--- src/rtl/multicycle_controller_pkg.sv ---
// Shared definitions for the multicycle RV32 control path: opcodes, mux select
// codes and the state encoding seen on fsm_state.
package rv_ctrl_pkg;

  localparam logic [6:0] OP_R   = 7'd51;
  localparam logic [6:0] OP_I   = 7'd19;
  localparam logic [6:0] OP_LW  = 7'd3;
  localparam logic [6:0] OP_SW  = 7'd35;
  localparam logic [6:0] OP_BEQ = 7'd99;

  localparam logic [1:0] ALU_ADD   = 2'b00;
  localparam logic [1:0] ALU_SUB   = 2'b01;
  localparam logic [1:0] ALU_FUNCT = 2'b10;

  localparam logic [1:0] SRC_A_PC     = 2'b00;
  localparam logic [1:0] SRC_A_OLD_PC = 2'b01;
  localparam logic [1:0] SRC_A_REG    = 2'b10;

  localparam logic [1:0] SRC_B_REG  = 2'b00;
  localparam logic [1:0] SRC_B_FOUR = 2'b01;
  localparam logic [1:0] SRC_B_IMM  = 2'b10;

  typedef enum logic [3:0] {
    ST_FETCH     = 4'd0,
    ST_DECODE    = 4'd1,
    ST_EXEC_R    = 4'd2,
    ST_EXEC_I    = 4'd3,
    ST_ALU_WB    = 4'd4,
    ST_MEM_ADDR  = 4'd5,
    ST_MEM_READ  = 4'd6,
    ST_MEM_WB    = 4'd7,
    ST_MEM_WRITE = 4'd8,
    ST_BRANCH    = 4'd9,
    ST_ILLEGAL   = 4'd10
  } state_t;

endpackage

--- src/rtl/multicycle_controller_if.sv ---
// Controller <-> datapath bundle: instruction/status inputs and mux/enable controls.
interface multicycle_controller_if;
  logic       enable;
  logic [6:0] opcode;
  logic       zero;
  logic       mem_ready;
  logic       pc_write;
  logic       ir_write;
  logic       i_or_d;
  logic       mem_read;
  logic       mem_write;
  logic       mem_to_reg;
  logic       reg_write;
  logic [1:0] alu_src_a;
  logic [1:0] alu_src_b;
  logic [1:0] alu_op;
  logic       pc_source;

  modport master (
    input  enable, opcode, zero, mem_ready,
    output pc_write, ir_write, i_or_d, mem_read, mem_write, mem_to_reg,
           reg_write, alu_src_a, alu_src_b, alu_op, pc_source
  );

  modport slave (
    output enable, opcode, zero, mem_ready,
    input  pc_write, ir_write, i_or_d, mem_read, mem_write, mem_to_reg,
           reg_write, alu_src_a, alu_src_b, alu_op, pc_source
  );
endinterface

--- src/rtl/multicycle_controller_retire_counter.sv ---
// Retired-instruction counter; wraps modulo 2^CNT_W.
module retire_counter #(
  parameter int CNT_W = 32
) (
  input  logic             clk,
  input  logic             reset,
  input  logic             inc,
  output logic [CNT_W-1:0] count
);

  always_ff @(posedge clk) begin
    if (reset)
      count <= '0;
    else if (inc)
      count <= count + CNT_W'(1);
  end

endmodule

--- src/rtl/multicycle_controller.sv ---
// Multicycle RV32 control FSM with retire counter and sticky illegal-opcode flag.
//   state     | meaning
//   FETCH     | read instruction at PC, PC += 4 when memory completes
//   DECODE    | branch target into ALUOut, dispatch on opcode
//   EXEC_R/I  | register or immediate ALU operation
//   ALU_WB    | write ALUOut to rd, retire
//   MEM_ADDR  | effective address for lw/sw
//   MEM_READ  | load access, wait for mem_ready
//   MEM_WB    | write MDR to rd, retire
//   MEM_WRITE | store access, retire on mem_ready
//   BRANCH    | compare, take branch on zero, retire
//   ILLEGAL   | unsupported opcode, parked until reset
module multicycle_controller
  import rv_ctrl_pkg::*;
#(
  parameter int CNT_W = 32
) (
  input  logic                  clk,
  input  logic                  reset,
  multicycle_controller_if.master bus,
  output logic [CNT_W-1:0]      instret,
  output logic                  illegal,
  output logic [3:0]            fsm_state
);

  state_t state, next_state;
  logic   retire;

  always_ff @(posedge clk) begin
    if (reset) begin
      state   <= ST_FETCH;
      illegal <= 1'b0;
    end else begin
      state <= next_state;
      if (next_state == ST_ILLEGAL)
        illegal <= 1'b1;
    end
  end

  always_comb begin
    next_state     = state;
    retire         = 1'b0;
    bus.pc_write   = 1'b0;
    bus.ir_write   = 1'b0;
    bus.i_or_d     = 1'b0;
    bus.mem_read   = 1'b0;
    bus.mem_write  = 1'b0;
    bus.mem_to_reg = 1'b0;
    bus.reg_write  = 1'b0;
    bus.alu_src_a  = SRC_A_PC;
    bus.alu_src_b  = SRC_B_REG;
    bus.alu_op     = ALU_ADD;
    bus.pc_source  = 1'b0;
    case (state)
      ST_FETCH: begin
        bus.mem_read  = bus.enable;
        bus.alu_src_b = SRC_B_FOUR;
        if (bus.enable && bus.mem_ready) begin
          bus.ir_write = 1'b1;
          bus.pc_write = 1'b1;
          next_state   = ST_DECODE;
        end
      end
      ST_DECODE: begin
        bus.alu_src_a = SRC_A_OLD_PC;
        bus.alu_src_b = SRC_B_IMM;
        case (bus.opcode)
          OP_R:         next_state = ST_EXEC_R;
          OP_I:         next_state = ST_EXEC_I;
          OP_LW, OP_SW: next_state = ST_MEM_ADDR;
          OP_BEQ:       next_state = ST_BRANCH;
          default:      next_state = ST_ILLEGAL;
        endcase
      end
      ST_EXEC_R: begin
        bus.alu_src_a = SRC_A_REG;
        bus.alu_op    = ALU_FUNCT;
        next_state    = ST_ALU_WB;
      end
      ST_EXEC_I: begin
        bus.alu_src_a = SRC_A_REG;
        bus.alu_src_b = SRC_B_IMM;
        bus.alu_op    = ALU_FUNCT;
        next_state    = ST_ALU_WB;
      end
      ST_ALU_WB: begin
        bus.reg_write = 1'b1;
        retire        = 1'b1;
        next_state    = ST_FETCH;
      end
      ST_MEM_ADDR: begin
        bus.alu_src_a = SRC_A_REG;
        bus.alu_src_b = SRC_B_IMM;
        next_state    = (bus.opcode == OP_LW) ? ST_MEM_READ : ST_MEM_WRITE;
      end
      ST_MEM_READ: begin
        bus.i_or_d   = 1'b1;
        bus.mem_read = 1'b1;
        if (bus.mem_ready)
          next_state = ST_MEM_WB;
      end
      ST_MEM_WB: begin
        bus.reg_write  = 1'b1;
        bus.mem_to_reg = 1'b1;
        retire         = 1'b1;
        next_state     = ST_FETCH;
      end
      ST_MEM_WRITE: begin
        bus.i_or_d    = 1'b1;
        bus.mem_write = 1'b1;
        if (bus.mem_ready) begin
          retire     = 1'b1;
          next_state = ST_FETCH;
        end
      end
      ST_BRANCH: begin
        bus.alu_src_a = SRC_A_REG;
        bus.alu_op    = ALU_SUB;
        bus.pc_source = 1'b1;
        bus.pc_write  = bus.zero;
        retire        = 1'b1;
        next_state    = ST_FETCH;
      end
      ST_ILLEGAL: next_state = ST_ILLEGAL;
      default:    next_state = ST_FETCH;
    endcase
    // A reset cycle must never write PC, IR, memory or registers.
    if (reset) begin
      retire         = 1'b0;
      bus.pc_write   = 1'b0;
      bus.ir_write   = 1'b0;
      bus.i_or_d     = 1'b0;
      bus.mem_read   = 1'b0;
      bus.mem_write  = 1'b0;
      bus.mem_to_reg = 1'b0;
      bus.reg_write  = 1'b0;
      bus.alu_src_a  = SRC_A_PC;
      bus.alu_src_b  = SRC_B_REG;
      bus.alu_op     = ALU_ADD;
      bus.pc_source  = 1'b0;
    end
  end

  assign fsm_state = state;

  retire_counter #(.CNT_W(CNT_W)) u_retire (
    .clk   (clk),
    .reset (reset),
    .inc   (retire),
    .count (instret)
  );

endmodule

--- src/flat_wrapper.sv ---
// flat-port wrapper written by rule: the top's interface ports become plain ports
module multicycle_controller_flat import rv_ctrl_pkg::*;
#(
  parameter int CNT_W = 32
)
  (clk, reset, instret, illegal, fsm_state, bus_enable, bus_opcode, bus_zero, bus_mem_ready, bus_pc_write, bus_ir_write, bus_i_or_d, bus_mem_read, bus_mem_write, bus_mem_to_reg, bus_reg_write, bus_alu_src_a, bus_alu_src_b, bus_alu_op, bus_pc_source);
  multicycle_controller_if bus_i ();
  input  logic clk;
  input  logic reset;
  output logic [CNT_W-1:0] instret;
  output logic illegal;
  output logic [3:0] fsm_state;
  input wire logic [$bits(bus_i.enable)-1:0] bus_enable;
  input wire logic [$bits(bus_i.opcode)-1:0] bus_opcode;
  input wire logic [$bits(bus_i.zero)-1:0] bus_zero;
  input wire logic [$bits(bus_i.mem_ready)-1:0] bus_mem_ready;
  output wire logic [$bits(bus_i.pc_write)-1:0] bus_pc_write;
  output wire logic [$bits(bus_i.ir_write)-1:0] bus_ir_write;
  output wire logic [$bits(bus_i.i_or_d)-1:0] bus_i_or_d;
  output wire logic [$bits(bus_i.mem_read)-1:0] bus_mem_read;
  output wire logic [$bits(bus_i.mem_write)-1:0] bus_mem_write;
  output wire logic [$bits(bus_i.mem_to_reg)-1:0] bus_mem_to_reg;
  output wire logic [$bits(bus_i.reg_write)-1:0] bus_reg_write;
  output wire logic [$bits(bus_i.alu_src_a)-1:0] bus_alu_src_a;
  output wire logic [$bits(bus_i.alu_src_b)-1:0] bus_alu_src_b;
  output wire logic [$bits(bus_i.alu_op)-1:0] bus_alu_op;
  output wire logic [$bits(bus_i.pc_source)-1:0] bus_pc_source;
  assign bus_i.enable = bus_enable;
  assign bus_i.opcode = bus_opcode;
  assign bus_i.zero = bus_zero;
  assign bus_i.mem_ready = bus_mem_ready;
  assign bus_pc_write = bus_i.pc_write;
  assign bus_ir_write = bus_i.ir_write;
  assign bus_i_or_d = bus_i.i_or_d;
  assign bus_mem_read = bus_i.mem_read;
  assign bus_mem_write = bus_i.mem_write;
  assign bus_mem_to_reg = bus_i.mem_to_reg;
  assign bus_reg_write = bus_i.reg_write;
  assign bus_alu_src_a = bus_i.alu_src_a;
  assign bus_alu_src_b = bus_i.alu_src_b;
  assign bus_alu_op = bus_i.alu_op;
  assign bus_pc_source = bus_i.pc_source;
  multicycle_controller #(.CNT_W(CNT_W)) u_core (.clk(clk), .reset(reset), .bus(bus_i), .instret(instret), .illegal(illegal), .fsm_state(fsm_state));
endmodule
--- config.mk ---
export PLATFORM = sky130hd
export DESIGN_NAME = multicycle_controller_flat
export DESIGN_NICKNAME = d
export VERILOG_FILES = /design/src/rtl/multicycle_controller_pkg.sv /design/src/rtl/multicycle_controller_if.sv /design/src/rtl/multicycle_controller_retire_counter.sv /design/src/rtl/multicycle_controller.sv /design/src/flat_wrapper.sv
export SDC_FILE = /design/constraint.sdc
export NUM_CORES = 1
export LEC_CHECK = 0
export CAP_MARGIN = 25
export CELL_PAD_IN_SITES_DETAIL_PLACEMENT = 0
export CELL_PAD_IN_SITES_GLOBAL_PLACEMENT = 2
export CORE_MARGIN = 4
export CORE_UTILIZATION = 28
export DETAILED_ROUTE_END_ITERATION = 6
export GPL_TIMING_DRIVEN = 0
export PLACE_DENSITY_LB_ADDON = 0.1
export SLEW_MARGIN = 0
export SYNTH_ARGS = -nofsm -noshare
export SYNTH_HDL_FRONTEND = slang
export SYNTH_SLANG_ARGS = --single-unit
export TNS_END_PERCENT = 5
--- constraint.sdc ---
create_clock -name clk -period 6.5 [get_ports clk]
set_clock_uncertainty 0.2 [all_clocks]
set_input_delay 0.975 -clock clk [delete_from_list [all_inputs] [get_ports clk]]
set_output_delay 0.975 -clock clk [all_outputs]
set_load 0.005 [all_outputs]
==> results.json <==
{
  "worst_ep_arrival_time_ns": 3.05,
  "place.gp.congestion": 0.805,
  "core_area_sq_mm": 0.00725,
  "reg2reg_slack_ns": 3.89,
  "syn_avg_cell_area_sq_um": 7.99,
  "synth_compound_area_frac": 0.111,
  "worst_slack_ns": 2.27,
  "fin_crit_ns": 4.23,
  "drt.antenna.violating_nets": 0,
  "dr.first_iter.drc_count": 79,
  "drtPass1Iterations": 6,
  "synth_top_family_by_area": "simple AND/OR/NAND/NOR gates",
  "r2r-start": "u_core.fsm_state[0]",
  "cts_resized": 0,
  "worst_slew_pin_slew_ns": 0.587,
  "final_cell_area_sq_mm": 0.00293,
  "power_per_cell_area_mw_per_mm2": 158,
  "reg2reg_to": "u_core.u_retire.count[4]",
  "syn_nets": 275,
  "worstPathRequired_ns": 5.32,
  "grt_pass1_vias": 2053,
  "row_count": 31,
  "synth_fa_ha_area_frac": 0.00598,
  "yosys_register_bits": 37,
  "boundaryPins": 63,
  "synthFlopType": "dfxtp_1",
  "drc": 0,
  "finalPower_mw": 0.462,
  "p_int_mw": 0.340,
  "slowest_stage": "clkdlybuf4s50_1",
  "dieArea_sq_mm": 0.00892,
  "fin_tns_setup_ns": 0,
  "yosysUniqueCellTypes": 47,
  "die_x_um": 94.5,
  "min_path_cells": 2,
  "r2r_cells": 8,
  "whs_endpoint": "u_core.illegal",
  "startpoint_type": "primary input",
  "synth-simple-area-share": 0.370,
  "synth_edf_count": 0,
  "place_area_sq_mm": 0.00284,
  "drv_cap": 0,
  "seqCellArea_sq_um": 741,
  "hold_buffers": 0,
  "syn2layout_area_growth_pct": 39.9,
  "htree_levels": 2,
  "clk_latency_ns": 0.30,
  "final_nets": 344,
  "yosys_warnings": 0,
  "routed_wl_um": 6490,
  "wl_per_cell_um": 15.1,
  "grt_pass1_wl_um": 10700,
  "start_util": 0.289,
  "p_sw_mw": 0.122,
  "yosysSeqAreaShare": 0.354,
  "n_fill_cell": 787,
  "p_leak_nw": 0.936,
  "netlist_instances": 262,
  "drive_gt1_frac": 0.0544,
  "cp_slowest_stage_delay_ns": 0.55,
  "die_y_um": 94.5,
  "cts_tree": "yes",
  "io_buffers": 62,
  "antennaDiodeCount": 0,
  "synth_area_sq_mm": 0.00209,
  "dp_hpwl_um": 4770,
  "grt_usage": 0.152,
  "period_share": 0.650,
  "outcome": "finished, final reports clean",
  "cts_made_buffers": 5,
  "overflow": 0,
  "multiInputGateArea_sq_mm": 0.00127,
  "pwr-share-comb": 0.125,
  "relSlewSlack": 0.606,
  "num_vias": 2125,
  "hold_class": "reg -> reg",
  "fmax_mhz": 237,
  "grt_setup_unrepaired": "no",
  "synthArstFlopShare": 0,
  "postCtsSetupBuffers": 0,
  "detail_route.vias_per_cell": 4.94,
  "seq_power_share": 0.499,
  "crit_path_end_kind": "primary output",
  "synth_xor_area_frac": 0.0921,
  "hold_start": "u_core.illegal",
  "clk_path_buf_depth": 2,
  "cts.sinks": 37,
  "pre_cts_slack_ns": 2.21,
  "clk_pin_slew_worst_paths_ns": 0.07,
  "grt_max_degree": 12,
  "finalSetupViolations": 0,
  "path_class": "in -> out",
  "cp_cell_sequence": "clkdlybuf4s50_1, clkbuf_1, clkbuf_1, nor3_1, clkdlybuf4s50_1",
  "ir_drop_v": 0.0000701,
  "synthMuxAreaShare": 0.0263,
  "maxSlewViolCount": 0,
  "sw_frac_of_total": 0.264,
  "cts_root_buf": "clkbuf_8",
  "final_hold_viol_count": 0,
  "antenna_found_initial": 0,
  "path_max_fanout": 10,
  "power.share.clock": 0.376
}
worst max-delay path: cells and delay by family:
kind / cells / cell delay (ns)
and+or+nand+nor: 1 / 0.12
buffers and inverters: 4 / 1.95
synth_stat cells (2+ instances only):
library cell  count  share of area
a211oi_1          2         0.0072
a21oi_1          12          0.029
a31oi_1           2         0.0060
and2_1            4          0.012
and3_1            7          0.021
and4_1            3          0.013
clkbuf_1         13          0.023
dfxtp_1          37           0.35
inv_1             6          0.011
mux2_2            4          0.022
nand2_1          17          0.030
nand3_1           5          0.012
nand4_1          11          0.033
nand4b_1          2         0.0084
nor2_1           43          0.077
nor2b_1           7          0.021
nor3_1           10          0.024
nor3b_1           2         0.0072
nor4_1            8          0.024
nor4b_1           7          0.029
o21ai_0           8          0.019
or3_1             6          0.018
or4_1             2         0.0072
xnor2_1          18          0.075
xor2_1            4          0.017
stage by stage:
stage,hold WS [ns],utilization,std cells
after global placement,0.248,0.391,423
after floorplan,0.250,-,262
after detailed placement,0.247,0.391,423
after CTS,0.259,0.404,430
after global routing,0.290,0.404,430
final,0.256,0.404,430
how the worst max path moves through the flow:
stage / cells past startpoint / start / to
2_1_floorplan: 3 / reset / bus_pc_write
3_3_place_gp: 5 / reset / bus_i_or_d
3_5_place_dp: 5 / reset / bus_i_or_d
4_1_cts: 5 / reset / bus_i_or_d
5_1_grt: 5 / reset / bus_i_or_d
6_report: 5 / reset / bus_i_or_d
cell families after synthesis:
kind of cell | count (synthesis)
simple gates | 141
compound gates | 35
buf+inv | 21
xor+xnor | 22
mux | 5
fa+ha+maj | 1
flops | 37
power groups by stage:
stage	logic, mW	registers (mW)	clock network (mW)
floorplan	0.0300	0.236	0
global placement	0.0582	0.236	0
detailed placement	0.0579	0.236	0
CTS	0.0583	0.231	0.179
global route	0.0636	0.231	0.188
finish	0.0576	0.231	0.174
cell type report:
| type | count | share of cell area |
|---|---|---|
| Timing Repair Buffer | 62 | 0.212 |
| Clock buffer | 6 | 0.0282 |
| Inverter | 6 | 0.00769 |
| Tap cell | 99 | 0.0423 |
| Sequential cell | 37 | 0.253 |
| Multi-Input combinational cell | 204 | 0.432 |
| Buffer | 15 | 0.0218 |
| Clock inverter | 1 | 0.00256 |
sequential cells by signal (all words and copies together) (netlist names):
name                   count
u_core.fsm_state           4
u_core.illegal             1
u_core.u_retire.count     32
cell usage in the layout, fill, tap and decap left out, types with 2 or more instances in the layout:
master           count
a211oi_1             2
and2_1               4
o21ai_0              8
or4_1                2
xnor2_1             18
clkbuf_1            13
nor3b_1              2
nand4b_1             2
a31oi_1              2
nand3_1              5
nor2b_1              7
clkdlybuf4s50_1     62
and4_1               3
nand2_1             17
nand4_1             11
dfxtp_1             37
clkbuf_8             6
mux2_2               4
nor2_1              43
inv_1                6
nor4b_1              7
a21oi_1             12
and3_1               7
or3_1                6
nor4_1               8
xor2_1               4
nor3_1              10
metal layers:
metal	vias up	routed length (um)	global-route usage	part of all wire
met1	984	3210	0.220	0.50
met2	68	2750	0.222	0.42
li1	1068	-	-	-
met4	0	74	0.0433	0.011
met5	-	0	0	0
met3	5	444	0.0390	0.068
Power figures use the tool's default switching activity.
